**config.mk**
```make
export PLATFORM = sky130hd
export DESIGN_NAME = keypad_entry_ctrl_flat
export DESIGN_NICKNAME = d
export VERILOG_FILES = /design/src/rtl/keypad_pkg.sv /design/src/rtl/keypad_entry_ctrl_if.sv /design/src/rtl/key_debounce.sv /design/src/rtl/keypad_entry_ctrl.sv /design/src/flat_wrapper.sv
export SDC_FILE = /design/constraint.sdc
export NUM_CORES = 1
export LEC_CHECK = 0
export CAP_MARGIN = 40
export CORE_ASPECT_RATIO = 1.5
export CORE_MARGIN = 5
export CORE_UTILIZATION = 45
export CTS_CLUSTER_DIAMETER = 30
export DETAILED_ROUTE_END_ITERATION = 16
export HOLD_SLACK_MARGIN = 0.05
export PLACE_DENSITY = 0.76
export SKIP_CTS_REPAIR_TIMING = 1
export SYNTH_ARGS = -nofsm -noshare
export SYNTH_HDL_FRONTEND = slang
export SYNTH_SLANG_ARGS = --single-unit
```
**constraint.sdc**
```tcl
create_clock -name clk -period 2.25 [get_ports clk]
set_input_delay 0.3375 -clock clk [delete_from_list [all_inputs] [get_ports clk]]
set_output_delay 0.3375 -clock clk [all_outputs]
set_load 0.01 [all_outputs]
```
**src/rtl/keypad_pkg.sv**
```systemverilog
// Shared types and helpers for the keypad entry controller.
// Latency: n/a (declarations only).
// Backpressure: n/a.
package keypad_pkg;

    typedef enum logic [1:0] {
        IDLE       = 2'd0,
        PRESS_DB   = 2'd1,
        HELD       = 2'd2,
        RELEASE_DB = 2'd3
    } kp_state_t;

    localparam logic [3:0] NO_KEY = 4'b1111;

    // Index of the set bit; NO_KEY when nothing is set.
    function automatic logic [3:0] onehot10_to_bcd(input logic [9:0] k);
        logic [3:0] r;
        r = NO_KEY;
        for (int i = 0; i < 10; i++) begin
            if (k[i]) begin
                r = 4'(i);
            end
        end
        return r;
    endfunction

    function automatic logic is_onehot10(input logic [9:0] k);
        return (k != 10'd0) && ((k & (k - 10'd1)) == 10'd0);
    endfunction

endpackage

```
**src/rtl/keypad_entry_ctrl_if.sv**
```systemverilog
// Keypad entry bus: raw keys and control pulses in, accepted digits and number handshake out.
// Latency: n/a (wiring only).
// Backpressure: num_valid/num_ready handshake on the assembled number.
interface keypad_entry_ctrl_if #(
    parameter int DIGITS = 4
);
    localparam int NW = $clog2(DIGITS + 1);

    logic [9:0]          keys;
    logic                clr;
    logic                enter;
    logic                key_valid;
    logic [3:0]          key_bcd;
    logic [4*DIGITS-1:0] value;
    logic [NW-1:0]       ndigits;
    logic                num_valid;
    logic                num_ready;
    logic                err;

    // master: keypad pins plus downstream consumer
    modport master (
        output keys, clr, enter, num_ready,
        input  key_valid, key_bcd, value, ndigits, num_valid, err
    );

    // slave: the entry controller
    modport slave (
        input  keys, clr, enter, num_ready,
        output key_valid, key_bcd, value, ndigits, num_valid, err
    );

endinterface

```
**src/rtl/key_debounce.sv**
```systemverilog
// Debounces a 10-line key pattern: strobes once per stable press, then waits for a stable release.
// Latency: press strobe on the DEBOUNCE_CYCLES-th consecutive identical nonzero sample (combinational strobe).
// Backpressure: none; a key held through reset is locked out until released and debounced.
module key_debounce
    import keypad_pkg::*;
#(
    parameter int DEBOUNCE_CYCLES = 16
) (
    input  logic       clk,
    input  logic       rst,
    input  logic [9:0] keys,
    output logic       press,
    output logic [9:0] pattern
);
    localparam int CW = $clog2(DEBOUNCE_CYCLES + 1);

    kp_state_t   state_q, state_d;
    logic [CW-1:0] count_q, count_d;
    logic [9:0]  pat_q, pat_d;
    logic        lock_q, lock_d;

    always_ff @(posedge clk) begin
        if (rst) begin
            state_q <= IDLE;
            count_q <= '0;
            pat_q   <= '0;
            lock_q  <= 1'b1;
        end else begin
            state_q <= state_d;
            count_q <= count_d;
            pat_q   <= pat_d;
            lock_q  <= lock_d;
        end
    end

    always_comb begin
        state_d = state_q;
        count_d = count_q;
        pat_d   = pat_q;
        lock_d  = lock_q;
        press   = 1'b0;
        case (state_q)
            IDLE: begin
                lock_d = 1'b0;
                if (keys != 10'd0) begin
                    // A key still down after reset is treated as already accepted.
                    if (lock_q) begin
                        state_d = HELD;
                    end else begin
                        pat_d   = keys;
                        count_d = CW'(1);
                        state_d = PRESS_DB;
                    end
                end
            end
            PRESS_DB: begin
                if (keys == pat_q) begin
                    if (count_q == CW'(DEBOUNCE_CYCLES - 1)) begin
                        press   = 1'b1;
                        count_d = '0;
                        state_d = HELD;
                    end else begin
                        count_d = count_q + CW'(1);
                    end
                end else if (keys == 10'd0) begin
                    count_d = '0;
                    state_d = IDLE;
                end else begin
                    pat_d   = keys;
                    count_d = CW'(1);
                end
            end
            HELD: begin
                if (keys == 10'd0) begin
                    count_d = CW'(1);
                    state_d = RELEASE_DB;
                end
            end
            RELEASE_DB: begin
                if (keys != 10'd0) begin
                    count_d = '0;
                    state_d = HELD;
                end else if (count_q == CW'(DEBOUNCE_CYCLES - 1)) begin
                    count_d = '0;
                    state_d = IDLE;
                end else begin
                    count_d = count_q + CW'(1);
                end
            end
            default: begin
                count_d = '0;
                state_d = IDLE;
            end
        endcase
    end

    assign pattern = pat_q;

endmodule

```
**src/rtl/keypad_entry_ctrl.sv**
```systemverilog
// Keypad entry controller: debounced keys -> BCD digits -> packed multi-digit number; KEYPAD_SYNC_EN adds 2-flop input synchronizers.
// Latency: key_valid DEBOUNCE_CYCLES after keys settle, value one cycle later; enter -> num_valid in 1 cycle (+2 with sync).
// Backpressure: num_valid holds value frozen until num_ready; keys accepted meanwhile are reported but not appended.
module keypad_entry_ctrl
    import keypad_pkg::*;
#(
    parameter int DIGITS          = 4,
    parameter int DEBOUNCE_CYCLES = 16
) (
    input  logic                clk,
    input  logic                rst,
    keypad_entry_ctrl_if.slave  kp
);
    localparam int NW = $clog2(DIGITS + 1);
    localparam int VW = 4 * DIGITS;

    logic [9:0] keys_s;
    logic       clr_s;
    logic       enter_s;

`ifdef KEYPAD_SYNC_EN
    logic [11:0] sync1_q, sync2_q;

    always_ff @(posedge clk) begin
        if (rst) begin
            sync1_q <= '0;
            sync2_q <= '0;
        end else begin
            sync1_q <= {kp.enter, kp.clr, kp.keys};
            sync2_q <= sync1_q;
        end
    end

    assign keys_s  = sync2_q[9:0];
    assign clr_s   = sync2_q[10];
    assign enter_s = sync2_q[11];
`else
    assign keys_s  = kp.keys;
    assign clr_s   = kp.clr;
    assign enter_s = kp.enter;
`endif

    logic       db_press;
    logic [9:0] db_pat;

    key_debounce #(
        .DEBOUNCE_CYCLES (DEBOUNCE_CYCLES)
    ) u_debounce (
        .clk     (clk),
        .rst     (rst),
        .keys    (keys_s),
        .press   (db_press),
        .pattern (db_pat)
    );

    logic          key_valid_q;
    logic [3:0]    key_bcd_q;
    logic [VW-1:0] value_q;
    logic [NW-1:0] ndigits_q;
    logic          num_valid_q;
    logic          err_q;

    logic          single;
    logic          room;
    logic          append;
    logic          overflow;
    logic [VW-1:0] value_app;

    assign single    = is_onehot10(db_pat);
    assign room      = (ndigits_q < NW'(DIGITS));
    // Appends act on the registered accept, one edge after key_valid rises.
    assign append    = key_valid_q && !num_valid_q && room;
    assign overflow  = key_valid_q && !num_valid_q && !room;
    assign value_app = (value_q << 4) | VW'(key_bcd_q);

    always_ff @(posedge clk) begin
        if (rst) begin
            key_valid_q <= 1'b0;
            key_bcd_q   <= NO_KEY;
            value_q     <= '0;
            ndigits_q   <= '0;
            num_valid_q <= 1'b0;
            err_q       <= 1'b0;
        end else begin
            key_valid_q <= db_press && single;
            err_q       <= (db_press && !single) || overflow;
            if (db_press && single) begin
                key_bcd_q <= onehot10_to_bcd(db_pat);
            end

            if (num_valid_q) begin
                if (kp.num_ready) begin
                    num_valid_q <= 1'b0;
                    value_q     <= '0;
                    ndigits_q   <= '0;
                end
            end else if (clr_s) begin
                value_q   <= '0;
                ndigits_q <= '0;
            end else begin
                if (append) begin
                    value_q   <= value_app;
                    ndigits_q <= ndigits_q + NW'(1);
                end
                if (enter_s && (append || (ndigits_q != '0))) begin
                    num_valid_q <= 1'b1;
                end
            end
        end
    end

    assign kp.key_valid = key_valid_q;
    assign kp.key_bcd   = key_bcd_q;
    assign kp.value     = value_q;
    assign kp.ndigits   = ndigits_q;
    assign kp.num_valid = num_valid_q;
    assign kp.err       = err_q;

endmodule

```
**src/flat_wrapper.sv**
```systemverilog
// flat-port wrapper written by rule: the top's interface ports become plain ports
module keypad_entry_ctrl_flat import keypad_pkg::*;
#(
    parameter int DIGITS          = 4,
    parameter int DEBOUNCE_CYCLES = 16
)
  (clk, rst, kp_keys, kp_clr, kp_enter, kp_num_ready, kp_key_valid, kp_key_bcd, kp_value, kp_ndigits, kp_num_valid, kp_err);
  keypad_entry_ctrl_if #(.DIGITS(DIGITS)) kp_i ();
  input  logic clk;
  input  logic rst;
  input wire logic [$bits(kp_i.keys)-1:0] kp_keys;
  input wire logic [$bits(kp_i.clr)-1:0] kp_clr;
  input wire logic [$bits(kp_i.enter)-1:0] kp_enter;
  input wire logic [$bits(kp_i.num_ready)-1:0] kp_num_ready;
  output wire logic [$bits(kp_i.key_valid)-1:0] kp_key_valid;
  output wire logic [$bits(kp_i.key_bcd)-1:0] kp_key_bcd;
  output wire logic [$bits(kp_i.value)-1:0] kp_value;
  output wire logic [$bits(kp_i.ndigits)-1:0] kp_ndigits;
  output wire logic [$bits(kp_i.num_valid)-1:0] kp_num_valid;
  output wire logic [$bits(kp_i.err)-1:0] kp_err;
  assign kp_i.keys = kp_keys;
  assign kp_i.clr = kp_clr;
  assign kp_i.enter = kp_enter;
  assign kp_i.num_ready = kp_num_ready;
  assign kp_key_valid = kp_i.key_valid;
  assign kp_key_bcd = kp_i.key_bcd;
  assign kp_value = kp_i.value;
  assign kp_ndigits = kp_i.ndigits;
  assign kp_num_valid = kp_i.num_valid;
  assign kp_err = kp_i.err;
  keypad_entry_ctrl #(.DIGITS(DIGITS), .DEBOUNCE_CYCLES(DEBOUNCE_CYCLES)) u_core (.clk(clk), .rst(rst), .kp(kp_i));
endmodule
```
== Yosys cells after proc, flatten, opt, wreduce, memory -nomap -nowiden ==
Index checks and enable logic that the tools add are counted.
Word-level totals
  output and inout port bits: 26
  bits in registers: 44
  word-level logic and storage cells: 101
Operators by class
  $lt $le $gt $ge: 1
  reductions and logical operators: 24
  eq/ne operators: 14
  bitwise operators: 2
  add/sub/neg operators: 3
  muxes and demuxes: 47
Operator list (number)
  16-bit 2-to-1 mux: 4
  10-bit 2-to-1 mux: 4
  4-bit 2-to-1 mux: 10
  5-bit 2-to-1 mux: 6
  10-bit logical NOT: 2
  10-bit one-hot mux with 2 select lines: 1
  5-bit one-hot mux with 4 select lines: 1
  10-bit nonzero test: 2
  2-bit 2-to-1 mux: 8
  16-bit by 4-bit OR with 16-bit output: 1
  3-bit 2-to-1 mux: 4
  2-bit inequality test, second input constant: 6
  10-bit bitwise AND: 1
  10-bit == test: 1
  5-bit AND reduction: 2
  10-bit by 1-bit subtractor with 10-bit output, second input constant: 1
  3-bit inequality test, second input constant: 3
  1-bit 2-to-1 mux: 8
  2-bit one-hot mux with 4 select lines: 1
  1-bit logical AND: 7
  3-bit nonzero test: 2
  5-bit by 1-bit adder with 5-bit output, second input constant: 1
  5-bit by 4-bit == test with 1-bit output, second input constant: 1
  2-bit == test, second input constant: 2
  other kinds (9): 12

== Longest topological paths before layout ==
  depth after elaboration: 10
  depth in mapped cells: 7
  depth with buffers taken out: 6

== By module ==
A second synthesis with hierarchy kept.
Second synthesis, totals
  cell total of the unflattened synthesis: 251
  area, all modules: 2260.9 um^2
Modules (own cells, without submodules)
  keypad_entry_ctrl: area each 1173.6 um^2, times used 1, cells an instance 126
  key_debounce: area each 1087.3 um^2, times used 1, cells an instance 125

== Worst setup path after synthesis ==
No wires, ideal clock.
  path kind: reg-to-reg
  start: register u_core.u_debounce.pat_q[1] (netlist: u_core.u_debounce.pattern[1])
  end: register u_core.key_bcd_q[0] (netlist: u_core.kp.key_bcd[0])
  arrival time: 2153 ps
  stages on the path, launching flop included: 8
  setup slack: -30 ps
  setup time: 126 ps
  clock period less this slack: 2280 ps
  buffers on the path: 2
  data required time: 2124 ps
  cells stage by stage: dfxtp_1 > buf_6 > or4_4 > a2111oi_4 > nor3_1 > or4_1 > buf_2 > mux2i_1
Between the ends
  word-level cells in the longest chain between the ends: 9
  elaborated cells on any way between the ends: 18
Ends and longest elaborated chain
  start, declared: RTL line key_debounce.sv:19  | logic [9:0] pat_q, pat_d;
  start signal, assigned: RTL line key_debounce.sv:31  | pat_q <= pat_d;
  parallel branches: the longest is 9 deep, another holds 10-bit by 1-bit subtractor with 10-bit output
  end signal, assigned: RTL line keypad_entry_ctrl.sv:88  | key_bcd_q <= onehot10_to_bcd(db_pat);
  end, declared: RTL line keypad_entry_ctrl.sv:57  | logic [3:0] key_bcd_q;
Several ways; the timed one is not identified.
A chain may end at the register's enable or synchronous reset.

== Worst setup path in the final report ==
  start: input port kp_keys[5]
  end: register u_core.u_debounce.count_q[3]
Between the ends
  word-level cells in the longest chain between the ends: 3
  elaborated cells on any way between the ends: 9
Ends and longest elaborated chain
  start, declared: RTL line flat_wrapper.sv:11  | input wire logic [$bits(kp_i.keys)-1:0] kp_keys;
  10-bit == test, or another cell as far along: RTL line key_debounce.sv:57  | if (keys == pat_q) begin
  5-bit 2-to-1 mux, or another cell as far along: RTL line key_debounce.sv:57
  5-bit one-hot mux with 4 select lines or 3-bit AND reduction (tied branches)
  end signal, assigned: RTL line key_debounce.sv:30  | count_q <= count_d;
  end, declared: RTL line key_debounce.sv:18  | logic [CW-1:0] count_q, count_d;
Parallel ways exist; a longest one is shown, timed or not.

==> summary.txt <==
Floorplan
  • Die Span X: 67.7 um
  • Core area: 4850 um2
  • Height of the die: 96.6 um
  • Initial Util: 46.4%
  • # IOs: 41
  • Die area: 6540 um2
  • Cell Rows: 31

GRT
  • Overflow after GRT: 0
  • Total GRT Usage: 18.2%
  • Largest net degree at the start of global routing: 35
  • Initial antenna violation count: 0
  • First-pass GRT wire length: 9290 um
  • Vias in the first global route: 2071

Critical path
  • Data required time of the worst path: 2.47 ns
  • Worst path arrival time: 2.41 ns
  • Crit start category: primary input
  • Worst-path fanout max: 4
  • Reg2reg setup slack: 0.10 ns
  • Max incr delay on CP: 0.50 ns
  • Crit-path cells: clkdlybuf4s50_1, or4_4, or4_4, a211oi_4, buf_4, nand2_1, a31oi_1
  • CP Capture Type: flip-flop
  • CP max-delay cell: or4_4
  • Crit path kind: in -> reg
  • Most used cell, CP: or4_4

Detailed routing
  • DR pass1 iterations: 4
  • DRT antenna net count: 0
  • WL final: 5810 um
  • DR WL/cell: 14.8 um
  • Via density: 5.77
  • Vias after detailed routing: 2261
  • Initial drt markers: 102
  • DR DRC count: 0

Clock network
  • Clock-pin transition on the worst setup and hold timing paths: 0.08 ns
  • Clock Sinks: 44
  • Root Driver: clkbuf_8
  • Worst skew pair latency: 0.29 ns
  • Htree depth: 2
  • CTS Buf Count: 5
  • CTS tree: yes
  • Worst-case clock buffer depth: 2

STA
  • Max Freq: 457 MHz
  • Setup TNS after final layout: 0 ns
  • Setup Skew: 0.0124 ns
  • # setup viols final: 0
  • Worst rel slew slack: 42.7%
  • Hold slack: 0.469 ns
  • Min Tclk post-route: 2.19 ns
  • Hold Violations, Final: 0
  • Max Slew Vio Count: 0
  • Actual slew at the worst max-slew pin: 0.853 ns
  • Final period util: 97.2%

Synth
  • Yosys reg bits: 44
  • Syn Inst Count: 259
  • Synth Net Count: 277
  • Syn_area_per_cell: 8.69 um2
  • Register area share after synthesis: 39.2%
  • Most frequent cell after synthesis: dfxtp_1
  • Commonest cells in the synthesized netlist: 44 x dfxtp_1, 29 x nor2_1, 19 x a21oi_1
  • Yosys top cell area share: 39.2%
  • Synth top area cells: dfxtp_1 39%, o221a_2 5.0%, nor2_1 4.8%
  • Number of synthesized flops with an enable pin: 0
  • Post-Syn Area: 2250 um2
  • Synth Flop Type: dfxtp_1
  • FFs w/ async S/R, synth: 0%
  • YS warnings: 0
  • Leading area contributor after synthesis: dfxtp_1
  • Count of cell types in the netlist: 51

Cells and area
  • FF+latch area: 881 um2
  • Area grow syn2layout: 37.7%
  • Fillers: 407
  • Final Instance Area: 3100 um2
  • Post-layout util: 63.9%
  • Final nets: 343
  • Multi-input logic area: 1310 um2
  • # diodes: 0
  • Fraction of layout cells with a size suffix above 1: 21.8%

Placed design
  • DP HPWL: 4390 um
  • Post-DP Area: 2950 um2
  • Port bufs: 40
  • Gp weighted congestion: 0.874

Outcome
  • Status: finished, final reports clean

Pwr
  • PD cells: 578 nW/um2
  • VDD IR max: 278 uV
  • Leak: 0.00128 uW

Job
  • Max_cap viols: 0

Worst hold path
  • Hold Crit Class: in -> reg
## per-layer routing
| layer | GRT usage [%] | part of all wire, % | up-vias |
|---|---|---|---|
| li1 | - | - | 1095 |
| met1 | 19.4 | 38 | 1081 |
| met2 | 34.3 | 55 | 74 |
| met3 | 2.20 | 4.9 | 11 |
| met4 | 8.80 | 2.3 | 0 |
| met5 | 0 | 0 | - |
## final timing paths
path / from / endpoint / cells past startpoint
min: kp_keys[7] / u_core.u_debounce.pattern[7]$_SDFFE_PP0P_ / 4
max: kp_keys[5] / u_core.u_debounce.count_q[3]$_SDFFE_PP0P_ / 7
min reg2reg: u_core.u_debounce.count_q[1]$_SDFFE_PP0P_ / u_core.u_debounce.count_q[1]$_SDFFE_PP0P_ / 2
max reg2reg: u_core.u_debounce.pattern[0]$_SDFFE_PP0P_ / u_core.kp.key_bcd[0]$_SDFFE_PP1P_ / 5
## registers in the layout, indices dropped and copies added, names as in the netlist
name and flops:
u_core.kp.num_valid 1, u_core.u_debounce.count_q 5, u_core.kp.err 1, u_core.kp.value 16, u_core.u_debounce.pattern 10, u_core.kp.key_valid 1
u_core.kp.key_bcd 4, u_core.u_debounce.lock_q 1, u_core.u_debounce.state_q 2, u_core.kp.ndigits 3
## layout make-up
type                    instances  area share [%]
clock buffers                   6            2.67
clock inverters                 2           0.323
inverters                       6           0.727
multi-input cells             191            42.4
flip-flops and latches         44            28.4
well taps                      66            2.67
repair buffers                 77            22.8
## per-stage QoR
step / setup WS (ns) / instances / power [uW]
4_1_cts: -0.117 / 392 / 1790
5_1_grt: -0.00858 / 392 / 1880
2_1_floorplan: 0.00190 / 259 / 1110
3_5_place_dp: -0.439 / 384 / 1290
6_report: 0.0633 / 392 / 1790
3_3_place_gp: -0.364 / 384 / 1280
## critical path: cells and delay by family
kind	cells	cell delay, ns
compound gates	2	0.46
simple gates	3	1.02
buf+inv	2	0.59
## power by group
group | internal [uW] | leakage, uW | switching, uW | total, uW
Sequential | 812 | 0.000359 | 33.6 | 845
Combinational | 217 | 0.000866 | 225 | 443
Clock | 245 | 0.0000510 | 257 | 502
## cells by family after synthesis
kind of cell    after synthesis  synth area share [%]
simple gates                 95                  22.6
compound gates               73                  24.0
flops                        44                  39.2
buf+inv                      24                  4.45
xor+xnor                     13                  5.06
mux                           6                  2.67
fa+ha+maj                     4                  2.11
## cell usage in the layout (no fill, tap or decap), types with 2 or more instances in the layout
master,Yosys,routed
a21oi_1,19,19
a22oi_1,7,7
a311oi_1,3,3
a31oi_1,3,3
and2_1,2,2
buf_4,0,36
clkbuf_8,0,6
clkdlybuf4s50_1,0,34
clkinv_2,0,2
dfxtp_1,44,44
dlymetal6s2s_1,0,6
ha_1,3,3
inv_1,6,6
mux2i_1,6,6
nand2_1,9,9
nand2b_1,4,4
nand3_1,14,14
nor2_1,29,29
nor2b_1,4,4
nor3_1,6,5
nor4_1,8,7
o2111ai_1,2,2
o211ai_1,2,2
o21ai_0,15,15
o221a_2,10,10
or2_2,3,3
or4_4,1,5
xnor2_1,3,3
xor2_1,10,10
No activity file was read; power rests on OpenSTA's default activity.
